--- src/rtl/sprite_pkg.sv ---
// Shared sprite constants for the player-1 action sequencer.
// Holds frame codes, FSM state enum, controller bit map and frame/phase helpers.
package sprite_pkg;

  localparam int unsigned FRAME_W = 4;
  localparam int unsigned INPUT_W = 7;
  localparam int unsigned PHASE_W = 2;

  localparam logic [FRAME_W-1:0] FRAME_STAND      = 4'd0;
  localparam logic [FRAME_W-1:0] FRAME_WALK1      = 4'd1;
  localparam logic [FRAME_W-1:0] FRAME_WALK2      = 4'd2;
  localparam logic [FRAME_W-1:0] FRAME_PUNCH_WIND = 4'd3;
  localparam logic [FRAME_W-1:0] FRAME_PUNCH_HIT  = 4'd4;
  localparam logic [FRAME_W-1:0] FRAME_KICK_WIND  = 4'd5;
  localparam logic [FRAME_W-1:0] FRAME_KICK_HIT   = 4'd6;
  localparam logic [FRAME_W-1:0] FRAME_BLOCK      = 4'd7;
  localparam logic [FRAME_W-1:0] FRAME_HIT        = 4'd8;

  localparam int unsigned IN_JUMP  = 0;
  localparam int unsigned IN_LEFT  = 1;
  localparam int unsigned IN_RIGHT = 2;
  localparam int unsigned IN_PUNCH = 3;
  localparam int unsigned IN_KICK  = 4;
  localparam int unsigned IN_BLOCK = 5;
  localparam int unsigned IN_RSVD  = 6;

  typedef enum logic [2:0] {
    ST_IDLE,
    ST_WALK,
    ST_BLOCK,
    ST_PUNCH,
    ST_KICK,
    ST_HIT
  } p1_state_e;

  function automatic logic is_busy(input p1_state_e st);
    logic b;
    b = (st == ST_PUNCH) || (st == ST_KICK) || (st == ST_HIT);
    return b;
  endfunction

  // Phase index of the final tick in each timed state.
  function automatic logic [PHASE_W-1:0] last_phase(input p1_state_e st,
                                                   input logic [PHASE_W-1:0] stun_last);
    logic [PHASE_W-1:0] p;
    p = '0;
    case (st)
      ST_PUNCH: p = PHASE_W'(1);
      ST_KICK:  p = PHASE_W'(2);
      ST_HIT:   p = stun_last;
      default:  p = '0;
    endcase
    return p;
  endfunction

  function automatic logic [FRAME_W-1:0] frame_for(input p1_state_e st,
                                                  input logic [PHASE_W-1:0] phase);
    logic [FRAME_W-1:0] f;
    f = FRAME_STAND;
    case (st)
      ST_WALK:  f = phase[0] ? FRAME_WALK2 : FRAME_WALK1;
      ST_BLOCK: f = FRAME_BLOCK;
      ST_PUNCH: f = (phase == '0) ? FRAME_PUNCH_WIND : FRAME_PUNCH_HIT;
      ST_KICK:  f = (phase == '0) ? FRAME_KICK_WIND : FRAME_KICK_HIT;
      ST_HIT:   f = FRAME_HIT;
      default:  f = FRAME_STAND;
    endcase
    return f;
  endfunction

endpackage

--- src/rtl/anim_tick_gen.sv ---
// Animation tick divider: counts TICK_DIV clk cycles, tick is high while the count sits at TICK_DIV-1.
// tick_next_c flags that the following cycle will carry a tick.
module anim_tick_gen #(
  parameter int unsigned TICK_DIV = 15_000_000
) (
  input  logic clk,
  input  logic rst,
  input  logic clr,
  output logic tick,
  output logic tick_next_c
);

  localparam int unsigned CNT_W = $clog2(TICK_DIV);
  localparam logic [CNT_W-1:0] CNT_LAST = CNT_W'(TICK_DIV - 1);
  localparam logic [CNT_W-1:0] CNT_PRE  = CNT_W'(TICK_DIV - 2);

  logic [CNT_W-1:0] cnt_q;

  assign tick_next_c = !clr && (cnt_q == CNT_PRE);

  always_ff @(posedge clk) begin
    if (rst || clr) begin
      cnt_q <= '0;
    end else if (cnt_q == CNT_LAST) begin
      cnt_q <= '0;
    end else begin
      cnt_q <= cnt_q + CNT_W'(1);
    end
  end

  always_ff @(posedge clk) begin
    if (rst) begin
      tick <= 1'b0;
    end else begin
      tick <= tick_next_c;
    end
  end

endmodule

--- src/rtl/p1_action_sequencer.sv ---
// Player-1 action FSM: controller inputs and hit strobe to sprite frame, walk steps and attack flag.
// Define P1_ATTACK_BUFFER_EN to queue one punch/kick edge arriving during an attack.
module p1_action_sequencer
  import sprite_pkg::*;
#(
  parameter int unsigned TICK_DIV   = 15_000_000,
  parameter int unsigned STUN_TICKS = 4
) (
  input  logic               clk,
  input  logic               rst,
  input  logic [INPUT_W-1:0] player1_inputs,
  input  logic               hit_in,
  output logic [FRAME_W-1:0] frame_sel,
  output logic               step_left,
  output logic               step_right,
  output logic               attack_active,
  output logic               busy
);

  if (TICK_DIV < 2) begin : g_bad_tick_div
    $error("TICK_DIV must be at least 2");
  end
  if (STUN_TICKS < 1 || STUN_TICKS > 4) begin : g_bad_stun_ticks
    $error("STUN_TICKS must be in 1..4");
  end

  localparam logic [PHASE_W-1:0] STUN_LAST = PHASE_W'(STUN_TICKS - 1);

  p1_state_e          state_q, state_nxt;
  logic [PHASE_W-1:0] phase_q, phase_nxt;
  logic               prev_punch_q, prev_kick_q;
  logic               tick, tick_next_c, clr;
  logic               punch_edge, kick_edge, left, right, block, walk;
  logic               final_tick, busy_hold;
  logic [FRAME_W-1:0] frame_nxt;
  logic               attack_nxt, busy_nxt, step_left_nxt, step_right_nxt;
  logic               unused_inputs;

`ifdef P1_ATTACK_BUFFER_EN
  logic buf_valid_q, buf_valid_nxt;
  logic buf_kick_q, buf_kick_nxt;
`endif

  assign unused_inputs = player1_inputs[IN_JUMP] ^ player1_inputs[IN_RSVD];

  anim_tick_gen #(
    .TICK_DIV (TICK_DIV)
  ) u_tick (
    .clk         (clk),
    .rst         (rst),
    .clr         (clr),
    .tick        (tick),
    .tick_next_c (tick_next_c)
  );

  // Input decode and end-of-attack detection.
  always_comb begin
    punch_edge = player1_inputs[IN_PUNCH] && !prev_punch_q;
    kick_edge  = player1_inputs[IN_KICK] && !prev_kick_q;
    left       = player1_inputs[IN_LEFT];
    right      = player1_inputs[IN_RIGHT];
    block      = player1_inputs[IN_BLOCK];
    walk       = left ^ right;
    final_tick = tick && (phase_q == last_phase(state_q, STUN_LAST));
    busy_hold  = is_busy(state_q) && !final_tick;
  end

  // Next state in priority order: hit, running attack, punch, kick, (buffer), block, walk, idle.
  always_comb begin
    state_nxt = ST_IDLE;
    phase_nxt = '0;
    clr       = 1'b0;
`ifdef P1_ATTACK_BUFFER_EN
    buf_valid_nxt = buf_valid_q;
    buf_kick_nxt  = buf_kick_q;
`endif
    if (hit_in) begin
      state_nxt = ST_HIT;
      clr       = 1'b1;
`ifdef P1_ATTACK_BUFFER_EN
      buf_valid_nxt = 1'b0;
`endif
    end else if (busy_hold) begin
      state_nxt = state_q;
      phase_nxt = tick ? phase_q + PHASE_W'(1) : phase_q;
`ifdef P1_ATTACK_BUFFER_EN
      if (state_q != ST_HIT && (punch_edge || kick_edge)) begin
        buf_valid_nxt = 1'b1;
        buf_kick_nxt  = !punch_edge;
      end
`endif
    end else begin
      if (punch_edge) state_nxt = ST_PUNCH;
      else if (kick_edge) state_nxt = ST_KICK;
`ifdef P1_ATTACK_BUFFER_EN
      else if (buf_valid_q) state_nxt = buf_kick_q ? ST_KICK : ST_PUNCH;
`endif
      else if (block) state_nxt = ST_BLOCK;
      else if (walk) state_nxt = ST_WALK;
      else state_nxt = ST_IDLE;
`ifdef P1_ATTACK_BUFFER_EN
      buf_valid_nxt = 1'b0;
`endif
      // A freshly started attack restarts its timing even from the same state.
      if (state_nxt != state_q || state_nxt == ST_PUNCH || state_nxt == ST_KICK) begin
        clr = 1'b1;
      end else if (state_nxt == ST_WALK) begin
        phase_nxt = tick ? {1'b0, ~phase_q[0]} : phase_q;
      end
    end
    frame_nxt  = frame_for(state_nxt, phase_nxt);
    attack_nxt = ((state_nxt == ST_PUNCH) && (phase_nxt == PHASE_W'(1))) ||
                 ((state_nxt == ST_KICK) && (phase_nxt != '0));
    busy_nxt   = is_busy(state_nxt);
  end

  // Steps line up with the cycle in which the walk tick is high.
  always_comb begin
    step_left_nxt  = (state_nxt == ST_WALK) && tick_next_c && left;
    step_right_nxt = (state_nxt == ST_WALK) && tick_next_c && right;
  end

  always_ff @(posedge clk) begin
    if (rst) begin
      state_q       <= ST_IDLE;
      phase_q       <= '0;
      prev_punch_q  <= 1'b0;
      prev_kick_q   <= 1'b0;
      frame_sel     <= FRAME_STAND;
      step_left     <= 1'b0;
      step_right    <= 1'b0;
      attack_active <= 1'b0;
      busy          <= 1'b0;
    end else begin
      state_q       <= state_nxt;
      phase_q       <= phase_nxt;
      prev_punch_q  <= player1_inputs[IN_PUNCH];
      prev_kick_q   <= player1_inputs[IN_KICK];
      frame_sel     <= frame_nxt;
      step_left     <= step_left_nxt;
      step_right    <= step_right_nxt;
      attack_active <= attack_nxt;
      busy          <= busy_nxt;
    end
  end

`ifdef P1_ATTACK_BUFFER_EN
  always_ff @(posedge clk) begin
    if (rst) begin
      buf_valid_q <= 1'b0;
      buf_kick_q  <= 1'b0;
    end else begin
      buf_valid_q <= buf_valid_nxt;
      buf_kick_q  <= buf_kick_nxt;
    end
  end
`endif

endmodule

--- config.mk ---
export PLATFORM = sky130hd
export DESIGN_NAME = p1_action_sequencer
export DESIGN_NICKNAME = d
export VERILOG_FILES = /design/src/rtl/sprite_pkg.sv /design/src/rtl/anim_tick_gen.sv /design/src/rtl/p1_action_sequencer.sv
export SDC_FILE = /design/constraint.sdc
export NUM_CORES = 1
export LEC_CHECK = 0
export BUFFER_PORTS_ARGS = -buffer_cell sky130_fd_sc_hd__buf_2
export CELL_PAD_IN_SITES_DETAIL_PLACEMENT = 0
export CELL_PAD_IN_SITES_GLOBAL_PLACEMENT = 1
export CORE_UTILIZATION = 49
export DETAILED_ROUTE_END_ITERATION = 12
export PLACE_DENSITY_LB_ADDON = 0.25
export SETUP_SLACK_MARGIN = 0.3
export SLEW_MARGIN = 20
export SYNTH_ARGS = -nofsm -noshare
export SYNTH_HDL_FRONTEND = slang
export SYNTH_HIERARCHICAL = 1
export SYNTH_SLANG_ARGS = --single-unit
--- constraint.sdc ---
create_clock -name clk -period 3.4 [get_ports clk]
set_input_delay 0.34 -clock clk [delete_from_list [all_inputs] [get_ports clk]]
set_output_delay 0.34 -clock clk [all_outputs]
set_load 0.005 [all_outputs]
==> results.json, run 1 <==
{
  "grt_max_degree": 25,
  "totalWireLength_mm": 4.537,
  "tns_ns": 0,
  "cp_cell_sequence": "ha_1 > and3_1 > nand3_1 > nor3_2 > buf_4 > nor3_1",
  "leakage_nw": 0.8445,
  "ctsHoldBuffers": 0,
  "postCtsSetupRepairBufs": 0,
  "crit_buf_inv": 1,
  "routedWlPerCell_um": 14.83,
  "antenna_left": 0,
  "cts_root_buf": "clkbuf_8",
  "cp-startpoint": "u_tick/cnt_q[0]",
  "yosys_register_bits": 40,
  "min_to": "step_left",
  "fmax_mhz": 440.7,
  "core.rowCount": 24,
  "final_cell_mix": "40 x dfxtp_1, 17 x nor3_1, 15 x nand3_1, 15 x buf_2",
  "rsz0062_at_grt": "false",
  "relSlewSlack_pct": 52.56,
  "rrSetupSlack_ns": 1.13,
  "vdd_ir_drop_max_uv": 285.1,
  "cts_tree": "yes",
  "clock-sinks": 40,
  "arrival_ns": 2.43,
  "use_met3_pct": 4.797,
  "synthFlopType": "dfxtp_1",
  "diodes": 0,
  "finalSetupViolations": 0,
  "ys_seq_area_share_pct": 36.02,
  "dr.pass1.iters": 8,
  "nNetsFinal": 265,
  "dieArea_um2": 4811,
  "startpoint_type": "flip-flop",
  "cpMaxStageDelayCell": "nor3_2",
  "dp_hpwl_mm": 3.220,
  "antenna_found_initial": 0,
  "grt_pass1_wl_mm": 7.741,
  "max_cap_viol_count": 0,
  "start_util_pct": 51.06,
  "violations": "DRC",
  "met2_usage_pct": 27.83,
  "dieHeight_um": 69.36,
  "syn_area_per_cell_um2": 9.150,
  "cts_max_path_buffers": 2,
  "cts_made_buffers": 5,
  "hold_class": "in2reg",
  "syn_nets": 255,
  "crit_required_ns": 3.56,
  "drt_iter0_markers": 81,
  "worst_pin_slew_ns": 0.7078,
  "skew_ns": 0.007082,
  "whs_path_depth": 2,
  "worstSkewPairLatency_ns": 0.29,
  "r2r_start": "u_tick/cnt_q[0]",
  "end_kind": "flip-flop",
  "ys.warnings.count": 6,
  "final_common_cell": "dfxtp_1",
  "async_flop_share_pct": 0,
  "place_congestion": 0.8773,
  "port_buffers": 15,
  "route.detailed.drc": 1,
  "grtUsageMet1_pct": 29.76,
  "critPathKind": "reg2reg",
  "crit_family": "simple AND/OR/NAND/NOR gates",
  "vias": 1774,
  "fp.coreArea_um2": 4354,
  "critPathMaxStageDelay_ns": 0.56,
  "cp_max_fo": 12,
  "synth.distinct_cells": 61,
  "area_growth_pct": 7.147,
  "hold_viol_final": 0,
  "synth_cells": 243,
  "hold_ws_ns": 0.2838,
  "status": "finished, violations left",
  "min_period_ns": 2.269,
  "netlist_area_um2": 2223,
  "drive_gt1_share_pct": 19.29,
  "period_share_pct": 66.73,
  "chipWidth_um": 69.36,
  "synth_edf_count": 0,
  "regToRegEndpoint": "u_tick/cnt_q[9]",
  "busiest_layer": "met1",
  "r2r_cells": 6,
  "hold_start": "player1_inputs[1]",
  "io_pins": 18,
  "cts_resized": 0,
  "grt_overflow": 0,
  "routed_via_density": 5.797,
  "h-tree-depth": 2,
  "groute.usage.overall_pct": 19.89,
  "power.density_cell_area_nw_per_um2": 382.3,
  "grt_pass1_vias": 1593,
  "clkTransAtPathRegs_ns": 0.08,
  "finalMaxSlewViolations": 0
}
synthesized netlist by cell type (all sizes together), types with 3 or more instances:
library cell | number | share of area, %
a211oi | 11 | 3.9
or4 | 3 | 1.4
o21ai | 10 | 2.3
and2 | 3 | 0.84
nor3 | 19 | 4.7
a21oi | 9 | 2.4
inv | 9 | 1.5
and3 | 4 | 1.1
a31oi | 3 | 1.1
and4 | 3 | 1.2
nor2 | 12 | 2.0
clkbuf | 4 | 0.68
and2b | 3 | 1.0
nand2 | 12 | 2.0
dfxtp | 40 | 36
nor2b | 5 | 1.4
nand3 | 15 | 3.4
nand4 | 7 | 3.6
xor2 | 4 | 1.6
xnor2 | 9 | 3.5
o31ai | 3 | 1.0
or2 | 3 | 0.96
nor4 | 4 | 1.4
nand2b | 7 | 2.0
or3 | 9 | 2.5
buf | 9 | 3.0
flip-flops by register name, indices dropped and copies added, names as in the netlist:
| name | count |
|---|---|
| prev_punch_q | 1 |
| busy | 1 |
| step_left | 1 |
| step_right | 1 |
| state_q | 3 |
| phase_q | 2 |
| frame_sel | 4 |
| u_tick/tick | 1 |
| attack_active | 1 |
| prev_kick_q | 1 |
| u_tick/cnt_q | 24 |
worst max path at each step:
stage                        to  cells past startpoint
3_3_place_gp   u_tick/cnt_q[15]                      6
4_1_cts         u_tick/cnt_q[3]                      6
5_1_grt        u_tick/cnt_q[20]                      6
6_report        u_tick/cnt_q[9]                      6
3_5_place_dp   u_tick/cnt_q[17]                      8
2_1_floorplan  u_tick/cnt_q[17]                      9
where the power goes:
group	switching (W)	internal, W
clock	0.000164	0.000162
combinational	0.0000559	0.0000426
sequential	0.00000806	0.000478
cell families after synthesis:
kind of cell	after synthesis	share of synthesized area, %
buffers and inverters	22	5.177
AND/OR/NAND/NOR	118	35.45
adder cells (fa/ha/maj)	2	1.125
multiplexers	1	0.4502
XOR/XNOR	13	5.121
AO/OA/AOI/OAI	47	16.66
flip-flops	40	36.02
per-layer routing:
metal | routed length, um | part of all wire, %
met5 | 0 | 0
met2 | 1807 | 40
met1 | 2519 | 56
met3 | 181 | 4.0
met4 | 29 | 0.64
per-stage QoR:
stage,cells,worst slack (ns),instance area [um^2],power [W],utilization (%)
floorplan,243,1.378,2223,0.0005693,-
global placement,298,1.163,2290,0.0005947,52.59
detailed placement,298,1.162,2290,0.0005953,52.59
CTS,306,1.152,2382,0.0009245,54.71
global route,306,0.9756,2382,0.0009553,54.71
finish,306,1.131,2382,0.0009107,54.71
layout make-up:
cell class / instances / area, um^2
clock buffers: 6 / 82.58
clock inverters: 2 / 10.01
fillers: 407 / 1972
inverters: 9 / 33.78
multi-input cells: 181 / 1308
flip-flops and latches: 40 / 800.8
well taps: 52 / 65.06
repair buffers: 16 / 82.58
worst reg2reg max path: stages (launching register included):
cell and delay, ns:
dfxtp_1 0.44, ha_1 0.24, and3_1 0.33, nand3_1 0.16
nor3_2 0.56, buf_4 0.33, nor3_1 0.08
No activity file was read; power rests on OpenSTA's default activity.
==> run 2, diff against run 1 <==
--- a/config.mk
+++ b/config.mk
@@ -8,7 +8,7 @@
 export BUFFER_PORTS_ARGS = -buffer_cell sky130_fd_sc_hd__buf_2
 export CELL_PAD_IN_SITES_DETAIL_PLACEMENT = 0
 export CELL_PAD_IN_SITES_GLOBAL_PLACEMENT = 1
-export CORE_UTILIZATION = 49
+export CORE_UTILIZATION = 41
 export DETAILED_ROUTE_END_ITERATION = 12
 export PLACE_DENSITY_LB_ADDON = 0.25
 export SETUP_SLACK_MARGIN = 0.3
==> constraint.sdc (replaced) <==
create_clock -name clk -period 2 [get_ports clk]
set_input_delay 0.2 -clock clk [delete_from_list [all_inputs] [get_ports clk]]
set_output_delay 0.2 -clock clk [all_outputs]
set_load 0.005 [all_outputs]
==> results.json, run 2 (same netlist as run 1, synthesis figures left out) <==
{
  "area_growth_pct": 29.43,
  "fp.coreArea_um2": 5172,
  "worst_pin_slew_ns": 0.7870,
  "fillers": 486,
  "cts_tree": "yes",
  "cp-startpoint": "prev_punch_q",
  "core.rowCount": 26,
  "period_share_pct": 93.14,
  "cts_made_buffers": 5,
  "power.density_cell_area_nw_per_um2": 554.0,
  "clkTransAtPathRegs_ns": 0.08,
  "antenna_left": 0,
  "antenna_found_initial": 0,
  "dr.pass1.iters": 5,
  "leakage_nw": 1.060,
  "p_comb_share_pct": 15.9,
  "pwr-share-clk_pct": 32.3,
  "max_cap_viol_count": 0,
  "regToRegEndpoint": "frame_sel[1]",
  "cts_root_buf": "clkbuf_8",
  "placed_area_um2": 2556,
  "relSlewSlack_pct": 47.08,
  "totalWireLength_mm": 5.110,
  "r2r_cells": 8,
  "fmax_mhz": 536.8,
  "vias": 1895,
  "grt_overflow": 0,
  "worstSkewPairLatency_ns": 0.29,
  "routed_via_density": 5.414,
  "r2r_start": "prev_punch_q",
  "grt_pass1_wl_mm": 8.383,
  "route.detailed.drc": 0,
  "io_pins": 18,
  "top_register": "u_tick/cnt_q",
  "start_util_pct": 42.98,
  "finalMaxSlewViolations": 0,
  "clock-sinks": 40,
  "h-tree-depth": 2,
  "p_seq_share_pct": 51.8,
  "cts_max_path_buffers": 2,
  "rrSetupSlack_ns": 0.14,
  "end_kind": "flip-flop",
  "drive_gt1_share_pct": 41.43,
  "largest_reg_flops": 24,
  "arrival_ns": 2.02,
  "hold_class": "in2reg",
  "routedWlPerCell_um": 14.60,
  "setup.worst_path.end": "frame_sel[1]",
  "finalSetupViolations": 0,
  "status": "finished clean",
  "rsz0062_at_grt": "true",
  "critPathKind": "reg2reg",
  "switching_power_w": 0.0004197,
  "cp_max_fo": 5,
  "hold_viol_final": 0,
  "drt_iter0_markers": 137,
  "diodes": 0,
  "min_period_ns": 1.863,
  "finalInstanceArea_um2": 2878,
  "port_buffers": 15,
  "dieArea_um2": 5721,
  "chipWidth_um": 75.64,
  "fin_util_pct": 55.64,
  "ctsHoldBuffers": 0,
  "reg_top3": "u_tick/cnt_q x24, frame_sel x4, state_q x3",
  "dp_hpwl_mm": 3.502,
  "dieHeight_um": 75.64,
  "crit_required_ns": 2.16,
  "skew_ns": 0.008608,
  "p_int_w": 0.001175,
  "vdd_ir_drop_max_uv": 411.2,
  "final_common_cell": "dfxtp_1",
  "place_congestion": 0.8467,
  "grt_pass1_vias": 1718,
  "nNetsFinal": 292,
  "groute.usage.overall_pct": 19.64,
  "final_cell_mix": "32 x dfxtp_1, 22 x buf_4, 15 x nand3_1, 15 x buf_2, 13 x nor3_2",
  "grt_max_degree": 15,
  "p_sw_share_pct": 26.33,
  "startpoint_type": "flip-flop",
  "tns_ns": 0
}
## run 2: worst max-delay path: stages (launching register included)
cell and delay (ns):
dfxtp_2 0.32, and2b_2 0.24, buf_4 0.14, buf_6 0.12, nor4b_4 0.31, a2bb2oi_4 0.12
nor3_4 0.21, mux2i_1 0.21, a21oi_1 0.08
## run 2: layout make-up
type	instances	area, um^2	share of cell area (%)
tap	70	87.58	3.043
timing repair buffer	43	335.3	11.65
multi-input combinational	181	1521	52.87
inverter	9	33.78	1.174
clock inverter	2	12.51	0.4348
clock buffer	5	68.82	2.391
sequential	40	818.3	28.43
## run 2: timing repair
item                       in CTS  in global routing
buffers inserted                6                  5
gates resized for setup        21                 10
cloned                          1                  0
pin swaps                      16                 10
setup endpoints to repair      35                 34
## run 2: per-layer routing
layer  share of wire (%)  track usage [%]  vias to the layer above
li1                    -                -                      965
met1                  53            29.71                      899
met2                  43            28.37                       27
met3                 3.4            4.233                        4
met4                0.59            4.321                        0
met5                   0                0                        -
## run 2: how the worst min path moves through the flow
stage / slack [ns] / from / end / cells past startpoint
finish: 0.14 / player1_inputs[1] / step_left / 2
global route: 0.15 / player1_inputs[1] / step_left / 2
CTS: 0.13 / player1_inputs[1] / step_left / 2
detailed placement: 0.43 / player1_inputs[1] / step_left / 2
global placement: 0.44 / player1_inputs[4] / prev_kick_q / 2
floorplan: 0.27 / rst / u_tick/tick / 1
## run 2: per-stage QoR
step / hold slack [ns] / instances / worst slack [ns] / total power, W
3_3_place_gp: 0.4377 / 331 / 0.03996 / 0.001046
2_1_floorplan: 0.2710 / 243 / 0.1451 / 0.0009877
6_report: 0.1374 / 350 / 0.1373 / 0.001594
5_1_grt: 0.1461 / 350 / 0.05638 / 0.001677
3_5_place_dp: 0.4326 / 331 / 0.01844 / 0.001046
4_1_cts: 0.1280 / 345 / 0.1007 / 0.001605
## run 2: power by group through the flow
stage                     combinational, W  clock [W]  sequential (W)
after floorplan                   0.000143          0        0.000845
after global placement            0.000202          0        0.000845
after detailed placement          0.000201          0        0.000845
after CTS                         0.000238   0.000543        0.000824
after global routing              0.000272   0.000576        0.000828
final                             0.000253   0.000515        0.000826
==> run 3, diff against run 2 <==
--- a/config.mk
+++ b/config.mk
@@ -10,7 +10,8 @@
 export CELL_PAD_IN_SITES_GLOBAL_PLACEMENT = 1
 export CORE_UTILIZATION = 41
 export DETAILED_ROUTE_END_ITERATION = 12
-export PLACE_DENSITY_LB_ADDON = 0.25
+export PLACE_DENSITY = 0.77
+export REMOVE_ABC_BUFFERS = 1
 export SETUP_SLACK_MARGIN = 0.3
 export SLEW_MARGIN = 20
 export SYNTH_ARGS = -nofsm -noshare
==> results.json, run 3 (same netlist as run 1, synthesis figures left out) <==
{
  "chipWidth_um": 75.64,
  "fin_util_pct": 55.88,
  "groute.usage.overall_pct": 18.49,
  "grt_pass1_vias": 1734,
  "status": "finished clean",
  "dp_hpwl_mm": 3.393,
  "end_kind": "flip-flop",
  "finalSetupViolations": 0,
  "fillers": 481,
  "min_period_ns": 1.903,
  "routedWlPerCell_um": 14.22,
  "hold_class": "in2reg",
  "hold_viol_final": 0,
  "dr.pass1.iters": 4,
  "max_cap_viol_count": 0,
  "power.density_cell_area_nw_per_um2": 601.7,
  "tns_ns": 0,
  "fmax_mhz": 525.6,
  "diodes": 0,
  "h-tree-depth": 2,
  "drt_iter0_markers": 100,
  "rsz0062_at_grt": "true",
  "grt_overflow": 0,
  "clkTransAtPathRegs_ns": 0.08,
  "top_register": "u_tick/cnt_q",
  "vdd_ir_drop_max_uv": 406.6,
  "cts_root_buf": "clkbuf_8",
  "grt_max_degree": 15,
  "crit_required_ns": 2.21,
  "cts_max_path_buffers": 2,
  "crit_buf_inv": 2,
  "routed_via_density": 5.462,
  "startpoint_type": "flip-flop",
  "place_congestion": 0.8354,
  "antenna_found_initial": 0,
  "cts_made_buffers": 5,
  "start_util_pct": 42.98,
  "rrSetupSlack_ns": 0.1,
  "multiInputGateArea_um2": 1494,
  "cts_tree": "yes",
  "route.detailed.drc": 0,
  "leakage_nw": 1.061,
  "relSlewSlack_pct": 48.80,
  "dieArea_um2": 5721,
  "arrival_ns": 2.12,
  "reg_top3": "u_tick/cnt_q x24, frame_sel x4, state_q x3",
  "critPathMaxStageDelay_ns": 0.32,
  "totalWireLength_mm": 5.019,
  "drive_gt1_share_pct": 39.22,
  "critPathKind": "reg2reg",
  "nNetsFinal": 294,
  "worstSkewPairLatency_ns": 0.30,
  "antenna_left": 0,
  "cp_cell_sequence": "and2b_1 > nor4_2 > nand3_1 > a21oi_2 > inv_1 > or2_4 > buf_12 > a211oi_1",
  "fp.coreArea_um2": 5172,
  "finalMaxSlewViolations": 0,
  "final_cell_mix": "33 x dfxtp_1, 23 x buf_4, 15 x nand3_1, 15 x buf_2, 12 x nand2_1",
  "cp_max_fo": 12,
  "final_common_cell": "dfxtp_1",
  "core.rowCount": 26,
  "grt_pass1_wl_mm": 7.941,
  "skew_ns": 0.005661,
  "cpMaxStageDelayCell": "dfxtp_2",
  "vias": 1928,
  "port_buffers": 15,
  "worst_pin_slew_ns": 0.7615,
  "seqCellArea_um2": 812.0,
  "io_pins": 18,
  "dieHeight_um": 75.64,
  "crit_family": "simple AND/OR/NAND/NOR gates",
  "area_growth_pct": 29.99,
  "clock-sinks": 40,
  "largest_reg_flops": 24,
  "period_share_pct": 95.14
}
==> run 3: path summary, 6_finish.rpt <==
path	depth (start not counted)	from	endpoint
setup / recovery	8	prev_punch_q	u_tick/cnt_q[13]
setup reg to reg	8	prev_punch_q	u_tick/cnt_q[13]
hold / removal	2	player1_inputs[2]	step_right
hold reg to reg	2	u_tick/cnt_q[23]	u_tick/cnt_q[23]
==> run 3: metal layers <==
metal | up-vias | wire, um | global-route usage [%]
met4 | 0 | 48 | 5.556
met2 | 15 | 2419 | 31.35
met3 | 5 | 108 | 4.101
li1 | 970 | - | -
met5 | - | 0 | 0
met1 | 938 | 2442 | 23.50
==> run 3: what timing repair did <==
action	4_1_cts	5_1_grt
endpoints found under the hold margin	0	0
resized for setup	26	23
endpoints found under the setup margin	30	34
cloned	1	0
buffers inserted	3	3
pin swaps	10	9
hold buffers	0	0
==> run 3: layout make-up <==
class / count / share of cell area (%)
repair buffers: 45 / 12.16
clock buffers: 5 / 2.381
inverters: 9 / 1.169
clock inverters: 3 / 1.472
multi-input cells: 181 / 51.69
well taps: 70 / 3.030
flip-flops and latches: 40 / 28.10
==> run 3: worst register-to-register path, stage by stage (launching register included) <==
cell and delay [ns]:
dfxtp_2 0.32, and2b_1 0.19, nor4_2 0.26, nand3_1 0.14
a21oi_2 0.21, inv_1 0.08, or2_4 0.27, buf_12 0.16
a211oi_1 0.20
==> run 3: power by group <==
part           total (W)  switching (W)  internal, W
logic           0.000248       0.000125     0.000123
clock network   0.000667       0.000297     0.000369
registers       0.000825      0.0000117     0.000813
total            0.00174       0.000434      0.00131
==> run 3: stage by stage <==
stage	hold slack (ns)	instances	setup slack, ns	total power [W]	instance area, um^2
final	0.1365	353	0.09724	0.001739	2890
after global routing	0.1376	353	0.01669	0.001807	2890
after CTS	0.1347	350	0.1100	0.001728	2759
after detailed placement	0.4348	338	0.01983	0.001041	2490
after global placement	0.4321	338	0.05078	0.001041	2490
after floorplan	0.2691	230	0.04166	0.0009605	2142
